**src/rtl/f2f_pkg.sv**
```systemverilog
// Shared definitions for the float-to-fixed stream: format geometry,
// rounding mode encodings and out_flags bit positions.
package f2f_pkg;

  typedef enum logic [1:0] {
    RND_RTZ   = 2'd0,
    RND_RNA   = 2'd1,
    RND_RNE   = 2'd2,
    RND_FLOOR = 2'd3
  } rnd_mode_e;

  localparam int FLG_NAN     = 0;
  localparam int FLG_INF     = 1;
  localparam int FLG_ZERO    = 2;
  localparam int FLG_DENORM  = 3;
  localparam int FLG_OVF     = 4;
  localparam int FLG_UNF     = 5;
  localparam int FLG_INEXACT = 6;
  localparam int NUM_FLAGS   = 7;

  function automatic int float_wid(bit dbl);
    return dbl ? 64 : 32;
  endfunction

  function automatic int exp_wid(bit dbl);
    return dbl ? 11 : 8;
  endfunction

  function automatic int mant_wid(bit dbl);
    return dbl ? 52 : 23;
  endfunction

  function automatic int exp_bias(bit dbl);
    return dbl ? 1023 : 127;
  endfunction

  function automatic int sign_bit(bit dbl);
    return float_wid(dbl) - 1;
  endfunction

endpackage

```
**src/rtl/f2f_round_unit.sv**
```systemverilog
// Magnitude rounding from guard/sticky bits; carry-out lets the caller
// detect a round-up that crosses the saturation limit.
module f2f_round_unit
  import f2f_pkg::*;
#(
  parameter int W = 32
) (
  input  logic [W-1:0] mag_i,
  input  logic         g_i,
  input  logic         s_i,
  input  logic         sign_i,
  input  rnd_mode_e    mode_i,
  output logic [W-1:0] mag_o,
  output logic         carry_o
);

  logic inc;

  always_comb begin
    unique case (mode_i)
      RND_RTZ: inc = 1'b0;
      RND_RNA: inc = g_i;
      RND_RNE: inc = g_i & (s_i | mag_i[0]);
      default: inc = sign_i & (g_i | s_i);
    endcase
  end

  assign {carry_o, mag_o} = {1'b0, mag_i} + (W+1)'(inc);

endmodule

```
**src/rtl/float_to_fixed_stream.sv**
```systemverilog
// Four-stage float/double to signed Q(INT_WID.FRA_WID) converter with
// valid/ready backpressure, per-sample rounding and a saturation counter.
module float_to_fixed_stream
  import f2f_pkg::*;
#(
  parameter string FLOAT_FMT = "float",
  parameter int    INT_WID   = 16,
  parameter int    FRA_WID   = 16,
  parameter bit    NAN_ZERO  = 1'b1,
  parameter int    CNT_WID   = 16,
  localparam bit   IS_DBL    = (FLOAT_FMT == "double"),
  localparam int   FLOAT_WID = float_wid(IS_DBL)
) (
  input  logic                       clk,
  input  logic                       rst,
  input  logic                       in_valid,
  output logic                       in_ready,
  input  logic [FLOAT_WID-1:0]       in_data,
  input  logic [1:0]                 in_rnd_mode,
  output logic                       out_valid,
  input  logic                       out_ready,
  output logic [INT_WID+FRA_WID-1:0] out_data,
  output logic [NUM_FLAGS-1:0]       out_flags,
  input  logic                       clr_cnt,
  output logic [CNT_WID-1:0]         sat_cnt
);

  localparam int W       = INT_WID + FRA_WID;
  localparam int EW      = exp_wid(IS_DBL);
  localparam int MW      = mant_wid(IS_DBL);
  localparam int SB      = sign_bit(IS_DBL);
  localparam int L       = W + MW;
  localparam int XW      = 2 * L;
  localparam int RSW     = $clog2(L + 1);
  localparam int RS_BASE = W - 1 - FRA_WID + exp_bias(IS_DBL);
  localparam int STAGES  = 3;

  localparam logic [W:0]   POS_LIM = {2'b00, {(W-1){1'b1}}};
  localparam logic [W:0]   NEG_LIM = {2'b01, {(W-1){1'b0}}};
  localparam logic [W-1:0] MAXP    = {1'b0, {(W-1){1'b1}}};
  localparam logic [W-1:0] MINN    = {1'b1, {(W-1){1'b0}}};

  typedef struct packed {
    logic sign;
    logic nan;
    logic inf;
    logic zero;
    logic denorm;
    logic big;
  } ctl_t;

  logic [STAGES:0]    vld_pipe_q;
  ctl_t               ctl0_q, ctl1_q, ctl2_q, ctl_d;
  rnd_mode_e          mode0_q, mode1_q;
  logic [RSW-1:0]     rs0_q, rs_d;
  logic [MW:0]        sig0_q;
  logic [2:0]         fine1_q;
  logic [XW-1:0]      x1_q, x_coarse, x_fine;
  logic [W:0]         mag2_q;
  logic               inx2_q;
  logic [W-1:0]       data_q, data_d, mag_s2, mag_r;
  logic [NUM_FLAGS-1:0] flags_q, flags_d;
  logic [CNT_WID-1:0] cnt_q, cnt_d;
  logic               adv, g_s2, s_s2, carry_s2, ovf;
  logic [EW-1:0]      e_in;
  logic [MW-1:0]      m_in;
  int                 rs_i;

  assign adv       = ~vld_pipe_q[STAGES] | out_ready;
  assign in_ready  = adv;
  assign out_valid = vld_pipe_q[STAGES];
  assign out_data  = data_q;
  assign out_flags = flags_q;
  assign sat_cnt   = cnt_q;

  // S0 decode: rs is the right shift that puts the hidden one at its
  // fixed-point weight; negative rs means the value cannot fit at all.
  assign e_in = in_data[SB-1 -: EW];
  assign m_in = in_data[MW-1:0];

  always_comb begin
    ctl_d      = '0;
    ctl_d.sign = in_data[SB];
    rs_i       = RS_BASE - int'(e_in);
    if (&e_in) begin
      ctl_d.nan = |m_in;
      ctl_d.inf = ~|m_in;
    end else if (~|e_in) begin
      ctl_d.zero   = ~|m_in;
      ctl_d.denorm = |m_in;
    end else begin
      ctl_d.big = (rs_i < 0);
    end
    rs_d = (rs_i < 0) ? '0 : (rs_i > L) ? RSW'(L) : RSW'(rs_i);
  end

  // Double-width alignment vector: shifts up to L never lose bits, so the
  // sticky bit falls out of the low half without separate accumulation.
  assign x_coarse = {sig0_q, {(XW-MW-1){1'b0}}} >> {rs0_q[RSW-1:3], 3'b000};
  assign x_fine   = x1_q >> fine1_q;
  assign mag_s2   = x_fine[XW-1 -: W];
  assign g_s2     = x_fine[XW-W-1];
  assign s_s2     = |x_fine[XW-W-2:0];

  f2f_round_unit #(.W(W)) u_round (
    .mag_i   (mag_s2),
    .g_i     (g_s2),
    .s_i     (s_s2),
    .sign_i  (ctl1_q.sign),
    .mode_i  (mode1_q),
    .mag_o   (mag_r),
    .carry_o (carry_s2)
  );

  always_comb begin
    data_d  = '0;
    flags_d = '0;
    ovf     = 1'b0;
    if (ctl2_q.nan) begin
      data_d           = NAN_ZERO ? '0 : MAXP;
      flags_d[FLG_NAN] = 1'b1;
    end else if (ctl2_q.inf) begin
      data_d           = ctl2_q.sign ? MINN : MAXP;
      flags_d[FLG_INF] = 1'b1;
      flags_d[FLG_OVF] = 1'b1;
    end else if (ctl2_q.zero) begin
      flags_d[FLG_ZERO] = 1'b1;
    end else if (ctl2_q.denorm) begin
      flags_d[FLG_DENORM] = 1'b1;
    end else begin
      ovf = ctl2_q.big | (ctl2_q.sign ? (mag2_q > NEG_LIM) : (mag2_q > POS_LIM));
      flags_d[FLG_OVF]     = ovf;
      flags_d[FLG_UNF]     = ~ovf & (mag2_q == '0);
      flags_d[FLG_INEXACT] = inx2_q & ~ctl2_q.big;
      if (ovf)              data_d = ctl2_q.sign ? MINN : MAXP;
      else if (ctl2_q.sign) data_d = W'(-mag2_q);
      else                  data_d = mag2_q[W-1:0];
    end
  end

  always_ff @(posedge clk or posedge rst) begin
    if (rst) begin
      vld_pipe_q <= '0;
      ctl0_q     <= '0;
      ctl1_q     <= '0;
      ctl2_q     <= '0;
      mode0_q    <= RND_RTZ;
      mode1_q    <= RND_RTZ;
      rs0_q      <= '0;
      sig0_q     <= '0;
      fine1_q    <= '0;
      x1_q       <= '0;
      mag2_q     <= '0;
      inx2_q     <= 1'b0;
      data_q     <= '0;
      flags_q    <= '0;
    end else if (adv) begin
      vld_pipe_q <= {vld_pipe_q[STAGES-1:0], in_valid};
      ctl0_q     <= ctl_d;
      mode0_q    <= rnd_mode_e'(in_rnd_mode);
      rs0_q      <= rs_d;
      sig0_q     <= {1'b1, m_in};
      ctl1_q     <= ctl0_q;
      mode1_q    <= mode0_q;
      fine1_q    <= rs0_q[2:0];
      x1_q       <= x_coarse;
      ctl2_q     <= ctl1_q;
      mag2_q     <= {carry_s2, mag_r};
      inx2_q     <= g_s2 | s_s2;
      if (vld_pipe_q[STAGES-1]) begin
        data_q  <= data_d;
        flags_q <= flags_d;
      end
    end
  end

  // Clear wins over a same-cycle overflow beat; the count sticks at all-ones.
  always_comb begin
    cnt_d = cnt_q;
    if (clr_cnt)
      cnt_d = '0;
    else if (out_valid && out_ready && flags_q[FLG_OVF] && !(&cnt_q))
      cnt_d = cnt_q + 1'b1;
  end

  always_ff @(posedge clk or posedge rst) begin
    if (rst) cnt_q <= '0;
    else     cnt_q <= cnt_d;
  end

endmodule

```
**config.mk**
```make
export PLATFORM = sky130hd
export DESIGN_NAME = float_to_fixed_stream
export DESIGN_NICKNAME = d
export VERILOG_FILES = /design/src/rtl/f2f_pkg.sv /design/src/rtl/f2f_round_unit.sv /design/src/rtl/float_to_fixed_stream.sv
export SDC_FILE = /design/constraint.sdc
export NUM_CORES = 1
export LEC_CHECK = 0
export CAP_MARGIN = 10
export CORE_MARGIN = 2
export CORE_UTILIZATION = 31
export CTS_CLUSTER_DIAMETER = 120
export DETAILED_ROUTE_END_ITERATION = 7
export PLACE_DENSITY = 0.53
export SLEW_MARGIN = 10
export SYNTH_ARGS = -nofsm -noshare
export SYNTH_HDL_FRONTEND = slang
export SYNTH_SLANG_ARGS = --single-unit
```
**constraint.sdc**
```tcl
create_clock -name clk -period 19.85 [get_ports clk]
set_clock_uncertainty 0.1 [all_clocks]
set_input_delay 3.97 -clock clk [delete_from_list [all_inputs] [get_ports clk]]
set_output_delay 3.97 -clock clk [all_outputs]
set_load 0.01 [all_outputs]
```
**Word level (Yosys, flattened, before mapping)**

Index checks and enable logic that the tools add are counted.

- Bits in registers: 258
- Word-level logic and storage cells: 94
- Bits of input ports: 39

- Shift operators: 2
- Add/subtract/negate cells: 4
- Bitwise operators: 11
- Muxes and demuxes: 27
- Reduce and logical (&&, ||, !) cells: 14
- $lt $le $gt $ge: 4
- Equal/unequal tests: 2

Operators by type and width:

| kind | number |
|---|---|
| $mux 32 | 7 |
| $shr 110x3->110 | 1 |
| $shr 110x6->110 | 1 |
| $reduce_or 77->1 | 1 |
| $add 32x1->33 | 1 |
| $gt 33x31->1 const B | 1 |
| $gt 33x32->1 const B | 1 |
| $logic_not 33->1 | 1 |
| $mux 16 | 2 |
| $neg 32->32 | 1 |
| $reduce_or 23->1 | 1 |
| $mux 6 | 3 |
| $add 16x1->16 const B | 1 |
| $reduce_and 16->1 | 1 |
| $gt 9x7->1 const B | 1 |
| $lt 9x1->1 const B | 1 |
| $sub 8x8->9 const A | 1 |
| $mux 2 | 4 |
| $reduce_and 8->1 | 1 |
| $reduce_or 8->1 | 1 |
| $mux 1 | 7 |
| $mux 3 | 2 |
| $and 1x1->1 | 4 |
| $mux 4 | 1 |
| 10 further kinds | 18 |

**Longest topological paths before layout**

Gate-level depths: netlist of the first run.

- Depth after elaboration: 9
- Gate-level depth with buffers: 19

**Modules after synthesis**

Synthesis of the first run repeated with hierarchy kept, for this count alone.

- Cell total of the unflattened synthesis: 1323
- Area total of the unflattened synthesis: 12361.9 µm²

By module, submodules not included:

| module | cells an instance | times used | seq. area each (µm²) | area each (µm²) |
|---|---|---|---|---|
| float_to_fixed_stream | 1222 | 1 | 5705.5 | 11656.2 |
| f2f_round_unit | 101 | 1 | 0.0 | 705.7 |

**Worst setup path after synthesis of the first run**

OpenSTA, ideal clock, no wires.

- Path kind: input to output
- Start: input port out_ready
- End: output port in_ready
- Setup slack: 11055 ps
- Data arrival time: 4725 ps
- Stages on the path: 4
- Cell sequence: nor2b_1 -> inv_2 -> clkbuf_1 -> clkbuf_1

- Longest elaborated chain between the ends: 1

Ends and longest elaborated chain:

| element | RTL line | text |
|---|---|---|
| start, declared | float_to_fixed_stream.sv:21 | `input logic out_ready,` |
| $or 1x1->1 | float_to_fixed_stream.sv:69 | `assign adv = ~vld_pipe_q[STAGES] \| out_ready;` |
| end, declared | float_to_fixed_stream.sv:17 | `output logic in_ready,` |

No other way between the ends.

**Worst setup path in the final report of the first run**

Same ends and word-level chain as after synthesis.

==> results of run 1 <==
==> worst max-delay path, stage by stage <==
cell	delay, ns
clkdlybuf4s50_1	0.46
nor2b_4	0.15
buf_12	0.44
clkinv_2	0.67
buf_4	0.44
clkdlybuf4s50_1	0.52
==> state kept, by name, summed over array words and instances (netlist names) <==
name / flops
inx2_q: 1
ctl2_q: 6
mode0_q: 2
mode1_q: 2
out_flags: 7
rs0_q: 6
ctl1_q: 6
x1_q: 80
sat_cnt: 16
out_data: 32
ctl0_q: 6
sig0_q: 24
mag2_q: 33
vld_pipe_q: 4
fine1_q: 3
==> worst min path at each step <==
stage | cells past startpoint | start | to | slack [ns]
5_1_grt | 2 | out_flags[1]$_DFFE_PP0P_ | out_flags[1]$_DFFE_PP0P_ | 0.40
6_report | 2 | mode0_q[0]$_DFFE_PP0N_ | mode0_q[0]$_DFFE_PP0N_ | 0.37
2_1_floorplan | 2 | ctl0_q[5]$_DFFE_PP0N_ | ctl0_q[5]$_DFFE_PP0N_ | 0.34
3_5_place_dp | 2 | mode0_q[0]$_DFFE_PP0N_ | mode0_q[0]$_DFFE_PP0N_ | 0.36
4_1_cts | 2 | ctl1_q[3]$_DFFE_PP0N_ | ctl1_q[3]$_DFFE_PP0N_ | 0.37
3_3_place_gp | 2 | mode0_q[0]$_DFFE_PP0N_ | mode0_q[0]$_DFFE_PP0N_ | 0.35
==> layout by cell type, fill, tap and decap left out, types with 10 or more instances in the layout <==
cell | Yosys | routed
a21oi_1 | 85 | 85
a22o_1 | 51 | 51
a31oi_1 | 12 | 12
buf_4 | 3 | 13
clkbuf_16 | 0 | 28
clkdlybuf4s50_1 | 0 | 95
dfrtp_1 | 228 | 226
inv_1 | 21 | 20
mux2_2 | 19 | 19
mux2i_1 | 45 | 45
mux4_2 | 26 | 26
nand2_1 | 225 | 225
nand2b_1 | 16 | 16
nand3_1 | 22 | 22
nand4_1 | 22 | 22
nor2_1 | 113 | 113
nor2b_1 | 16 | 15
nor3_1 | 34 | 34
nor4_1 | 30 | 29
o211ai_1 | 10 | 10
o211ai_2 | 10 | 10
o21ai_0 | 61 | 61
o31ai_1 | 18 | 18
or4_1 | 12 | 12
xnor2_1 | 22 | 22
xor2_1 | 29 | 29
==> per-layer routing <==
metal | up-vias | wire [um] | track usage
met2 | 279 | 15900 | 0.265
met3 | 45 | 1790 | 0.0217
met4 | 0 | 750 | 0.0388
met5 | - | 0 | 0
met1 | 5062 | 16800 | 0.246
li1 | 4932 | - | -
==> power groups by stage <==
| stage | registers (uW) | clock network, uW | logic [uW] |
|---|---|---|---|
| after floorplan | 736 | 0 | 706 |
| after global placement | 801 | 0 | 947 |
| after detailed placement | 804 | 0 | 955 |
| after CTS | 797 | 556 | 958 |
| after global routing | 824 | 574 | 1060 |
| final | 799 | 541 | 954 |
==> through the flow <==
stage / util / setup slack (ns) / hold WS [ns] / area (um2) / total power, uW
floorplan: - / 9.53 / 0.339 / 12600 / 1440
global placement: 0.350 / 8.99 / 0.353 / 14000 / 1750
detailed placement: 0.350 / 8.98 / 0.358 / 14000 / 1760
CTS: 0.375 / 8.97 / 0.373 / 15000 / 2310
global route: 0.375 / 8.79 / 0.399 / 15000 / 2460
finish: 0.375 / 9.01 / 0.368 / 15000 / 2290
==> final cells by class <==
type,count,area share
Sequential cell,228,0.382
Multi-Input combinational cell,988,0.430
Timing Repair Buffer,109,0.0714
Clock buffer,36,0.0522
Tap cell,525,0.0439
Clock inverter,16,0.0146
Inverter,22,0.00611
==> kinds of logic (layout without fill, tap and decap cells) <==
group | count (synthesis) | in the layout | share of synthesized area
AOI/OAI and AO/OA | 314 | 314 | 0.174
xor gates and xnor gates | 51 | 51 | 0.0355
adders and majority gates | 8 | 8 | 0.00796
buffers and inverters | 110 | 183 | 0.0361
DFF | 228 | 228 | 0.454
muxes | 90 | 90 | 0.0994
and+or+nand+nor | 525 | 525 | 0.193
==> impl_metrics.yaml, run 1 <==
sta:
  slew_violations: 0
  max_slew_margin: 0.174
  rsz0062_at_grt: "no"
  fin_setup_tns_ns: 0
  setup_viol: 0
  fin_crit_sh: 0.546
  final_hold_viol_count: 0
  tightest_slew_ns: 1.21
  max_freq_mhz: 92.3
  fin_crit_ns: 10.84
die:
  core_um2: 39900
  dieWidth_um: 205
  dieHeight_um: 205
  io_pins: 96
  fp.dieArea_um2: 42200
  initial_core_util: 0.315
  core.rowCount: 73
job:
  maxCapViolations: 0
clock_network:
  path_clk_slew_ns: 0.06
  cts_buffers: 28
  post_cts_buffers: 0
  clk-insertion-delay-late_ns: 0.57
  cts_resized: 0
  root_buffer: "clkbuf_16"
  htreeDepth: 1
  cts_buffer_depth: 3
  cts_hold_buffers: 0
  clock_sinks: 228
  cts_tree: "built"
critical_path:
  crit_arrival_ns: 6.77
  critPathLaunch: "out_ready"
  critical_path_class: "input pin to output pin"
  start_kind: "input pin"
  required_ns: 15.78
  cp_max_fo: 157
  worstSetupEndpoint: "in_ready"
  worst_setup_path_end_kind: "output pin"
  worstReg2RegStart: "fine1_q[0]$_DFFE_PP0N_"
  r2r.worst_path.cells: 12
  rr_endpoint: "mag2_q[13]$_DFFE_PP0N_"
  timing.reg2reg.setup_slack_ns: 14.86
layout:
  regArea_um2: 5710
  diodes: 0
  multi_input_area_um2: 6440
  instances_no_fill: 1924
  drive_above_1_share: 0.0965
  num-nets-final: 1424
  area_growth_syn_to_layout_pct: 19.0
  nFillCells: 3984
logic_synthesis:
  synthTopCellsByArea: "dfrtp_1 (45%), nand2_1 (6.7%), mux4_2 (4.7%)"
  ys_types: 71
  synth_edf_count: 0
  syn_nets: 1373
  ys.flop_type: "dfrtp_1"
  ys_seq_area_frac: 0.454
  ys_async_sr_fraction: 1.00
  synth.ff_latch_count: 228
  synth_top_cell_area_share: 0.454
  synth_top_cell_by_area: "dfrtp_1"
  yosysWarnings: 0
  avgSynthCellArea_um2: 9.48
  ys_top_cells_by_count: "dfrtp_1 (228), nand2_1 (225), nor2_1 (113)"
  synth_area_um2: 12600
  synth_most_common_cell: "dfrtp_1"
  syn-instance-count: 1326
power:
  netSwitchingFraction: 0.407
  power_density_nw_per_um2: 153
  power_switching_uw: 935
  power.internal_uw: 1360
  clkPwrFrac: 0.236
  power_leakage_uw: 0.00622
  vdd_ir_drop_max_uv: 58.7
  seqPwrFrac: 0.348
  p_comb_frac: 0.416
drt:
  routed-via-count: 10300
  drtIter0Drc: 758
  drc: 0
  vias_per_cell: 5.36
  wl_per_cell_um: 18.4
  ant_nets: 0
  firstDrtPassIters: 5
  drt_wl_total_um: 35300
grt:
  grt_pass1_vias: 10000
  grt.total_usage: 0.168
  grt_max_degree: 158
  grt_overflow_total: 0
  antenna_found_initial: 0
  grt_pass1_wl_um: 57000
placed_design:
  post-place-cells: 1872
  gp_congestion: 0.846
  place.port_buffers: 95
  place_hpwl_um: 24600
hold_path:
  hp-class: "flip-flop to flip-flop"
outcome:
  status: "finished clean"
Power figures use the tool's default switching activity.
==> run 2, diff against run 1 <==
- clock period: 19.85 -> 9.97 ns (I/O delays scaled with it)
==> impl_metrics.yaml, run 2 (synthesis gave the netlist of run 1 again) <==
layout:
  diodes: 0
  postLayoutCoreUtil: 0.371
  largest_reg_flops: 80
  regMostFlops: "x1_q"
  drive_above_1_share: 0.0917
  area_growth_syn_to_layout_pct: 17.8
  num-nets-final: 1423
  nFillCells: 4040
  final_cell_mix: "dfrtp_1 (226), nand2_1 (225), nor2_1 (113)"
  final_common_cell: "dfrtp_1"
power:
  netSwitchingFraction: 0.418
  seqPwrFrac: 0.358
  clkPwrFrac: 0.212
  power.internal_uw: 2590
  power_switching_uw: 1860
  power_leakage_uw: 0.00617
  power_density_nw_per_um2: 300
  vdd_ir_drop_max_uv: 115
  p_comb_frac: 0.429
sta:
  max_freq_mhz: 165
  tightest_slew_ns: 1.19
  setup_viol: 0
  final_hold_viol_count: 0
  fin_crit_ns: 6.08
  rsz0062_at_grt: "no"
  max_slew_margin: 0.188
  fin_crit_sh: 0.609
  slew_violations: 0
  fin_setup_tns_ns: 0
drt:
  firstDrtPassIters: 5
  routed-via-count: 10400
  ant_nets: 0
  wl_per_cell_um: 18.5
  drtIter0Drc: 966
  drc: 0
  drt_wl_total_um: 35600
  vias_per_cell: 5.39
critical_path:
  cp_max_fo: 157
  start_kind: "input pin"
  crit_slowest_cell: "clkdlybuf4s50_1"
  required_ns: 7.88
  path_common_cell: "clkdlybuf4s50_1"
  crit_arrival_ns: 3.98
  worst_setup_path_end_kind: "output pin"
  critical_path_class: "input pin to output pin"
  path_cells: "clkdlybuf4s50_1 -> nor2b_4 -> buf_12 -> clkinv_2 -> clkdlybuf4s50_1"
  cp_slowest_stage_delay_ns: 0.55
placed_design:
  place.port_buffers: 95
  gp_congestion: 0.875
  place_hpwl_um: 24700
clock_network:
  clock_sinks: 228
  cts_tree: "built"
  htreeDepth: 1
  cts_hold_buffers: 0
  cts_buffers: 26
  path_clk_slew_ns: 0.06
  cts_resized: 0
  post_cts_buffers: 0
  root_buffer: "clkbuf_16"
  clk-insertion-delay-late_ns: 0.57
  cts_buffer_depth: 3
hold_path:
  hp-class: "flip-flop to flip-flop"
die:
  initial_core_util: 0.315
  fp.dieArea_um2: 42200
  io_pins: 96
  dieWidth_um: 205
  core_um2: 39900
  core.rowCount: 73
  dieHeight_um: 205
grt:
  grt_max_degree: 158
  globalRoute.busiestLayer: "met2"
  grt.total_usage: 0.171
  met3_usage: 0.0266
  grt_pass1_wl_um: 57800
  grt_pass1_vias: 10100
  grtUsageMet2: 0.266
  grt_use_met1: 0.248
  grt_overflow_total: 0
  antenna_found_initial: 1
outcome:
  status: "finished clean"
job:
  maxCapViolations: 0
-- run 2: changes by cell type in the layout (fill, tap and decap cells not counted) --
cell and delta:
clkbuf_8 +3, clkinv_4 +1, nor4_1 +1, bufinv_16 -4
buf_4 +1, clkinvlp_4 -4, clkbuf_1 +3, clkbuf_16 -2
nor4_2 -1, clkinv_2 -1
-- run 2: worst paths after layout --
path,startpoint,to,slack (ns),cells past startpoint
worst max-delay path,out_ready,in_ready,3.89,5
worst min register to register,mode0_q[0]$_DFFE_PP0N_,mode0_q[0]$_DFFE_PP0N_,0.36,2
worst min-delay path,mode0_q[0]$_DFFE_PP0N_,mode0_q[0]$_DFFE_PP0N_,0.36,2
min in group asynchronous,rst,sat_cnt[7]$_DFFE_PP0P_,1.87,2
worst max register to register,fine1_q[0]$_DFFE_PP0N_,mag2_q[28]$_DFFE_PP0N_,4.83,12
max in group asynchronous,rst,out_data[1]$_DFFE_PP0P_,6.43,3
-- run 2: final cells by class --
| cell class | instances | area, um2 | share of cell area |
|---|---|---|---|
| Inverter | 22 | 91.3 | 0.00616 |
| Tap cell | 525 | 657 | 0.0443 |
| Clock inverter | 8 | 71.3 | 0.00481 |
| Multi-Input combinational cell | 988 | 6430 | 0.434 |
| Timing Repair Buffer | 110 | 1080 | 0.0726 |
| Sequential cell | 228 | 5710 | 0.385 |
| Clock buffer | 40 | 783 | 0.0529 |
-- run 2: layer usage --
| metal | wire length [um] | vias up | part of all wire |
|---|---|---|---|
| li1 | - | 4940 | - |
| met1 | 16600 | 5046 | 0.47 |
| met2 | 15800 | 314 | 0.44 |
| met3 | 2180 | 56 | 0.061 |
| met4 | 957 | 2 | 0.027 |
| met5 | 13 | - | 0.00037 |
-- run 2: metrics by stage --
step / worst slack, ns / instances / power [uW] / instance area, um2 / hold slack, ns
final: 3.89 / 1921 / 4450 / 14800 / 0.364
after global routing: 3.80 / 1921 / 4770 / 14800 / 0.407
after CTS: 4.00 / 1921 / 4480 / 14800 / 0.371
after detailed placement: 3.97 / 1873 / 3510 / 14000 / 0.356
after global placement: 4.00 / 1873 / 3490 / 14000 / 0.352
after floorplan: 1.63 / 1326 / 2870 / 12600 / 0.339
-- run 2: power groups by stage --
stage | Combinational [uW] | Sequential (uW) | Clock [uW]
2_1_floorplan | 1410 | 1460 | 0
4_1_cts | 1920 | 1590 | 970
6_report | 1910 | 1590 | 943
5_1_grt | 2120 | 1640 | 1010
3_3_place_gp | 1890 | 1600 | 0
3_5_place_dp | 1910 | 1610 | 0
-- run 2: critical path: cells and delay by family --
kind                   cells  cell delay (ns)
and+or+nand+nor            1             0.15
buffers and inverters      4             1.60
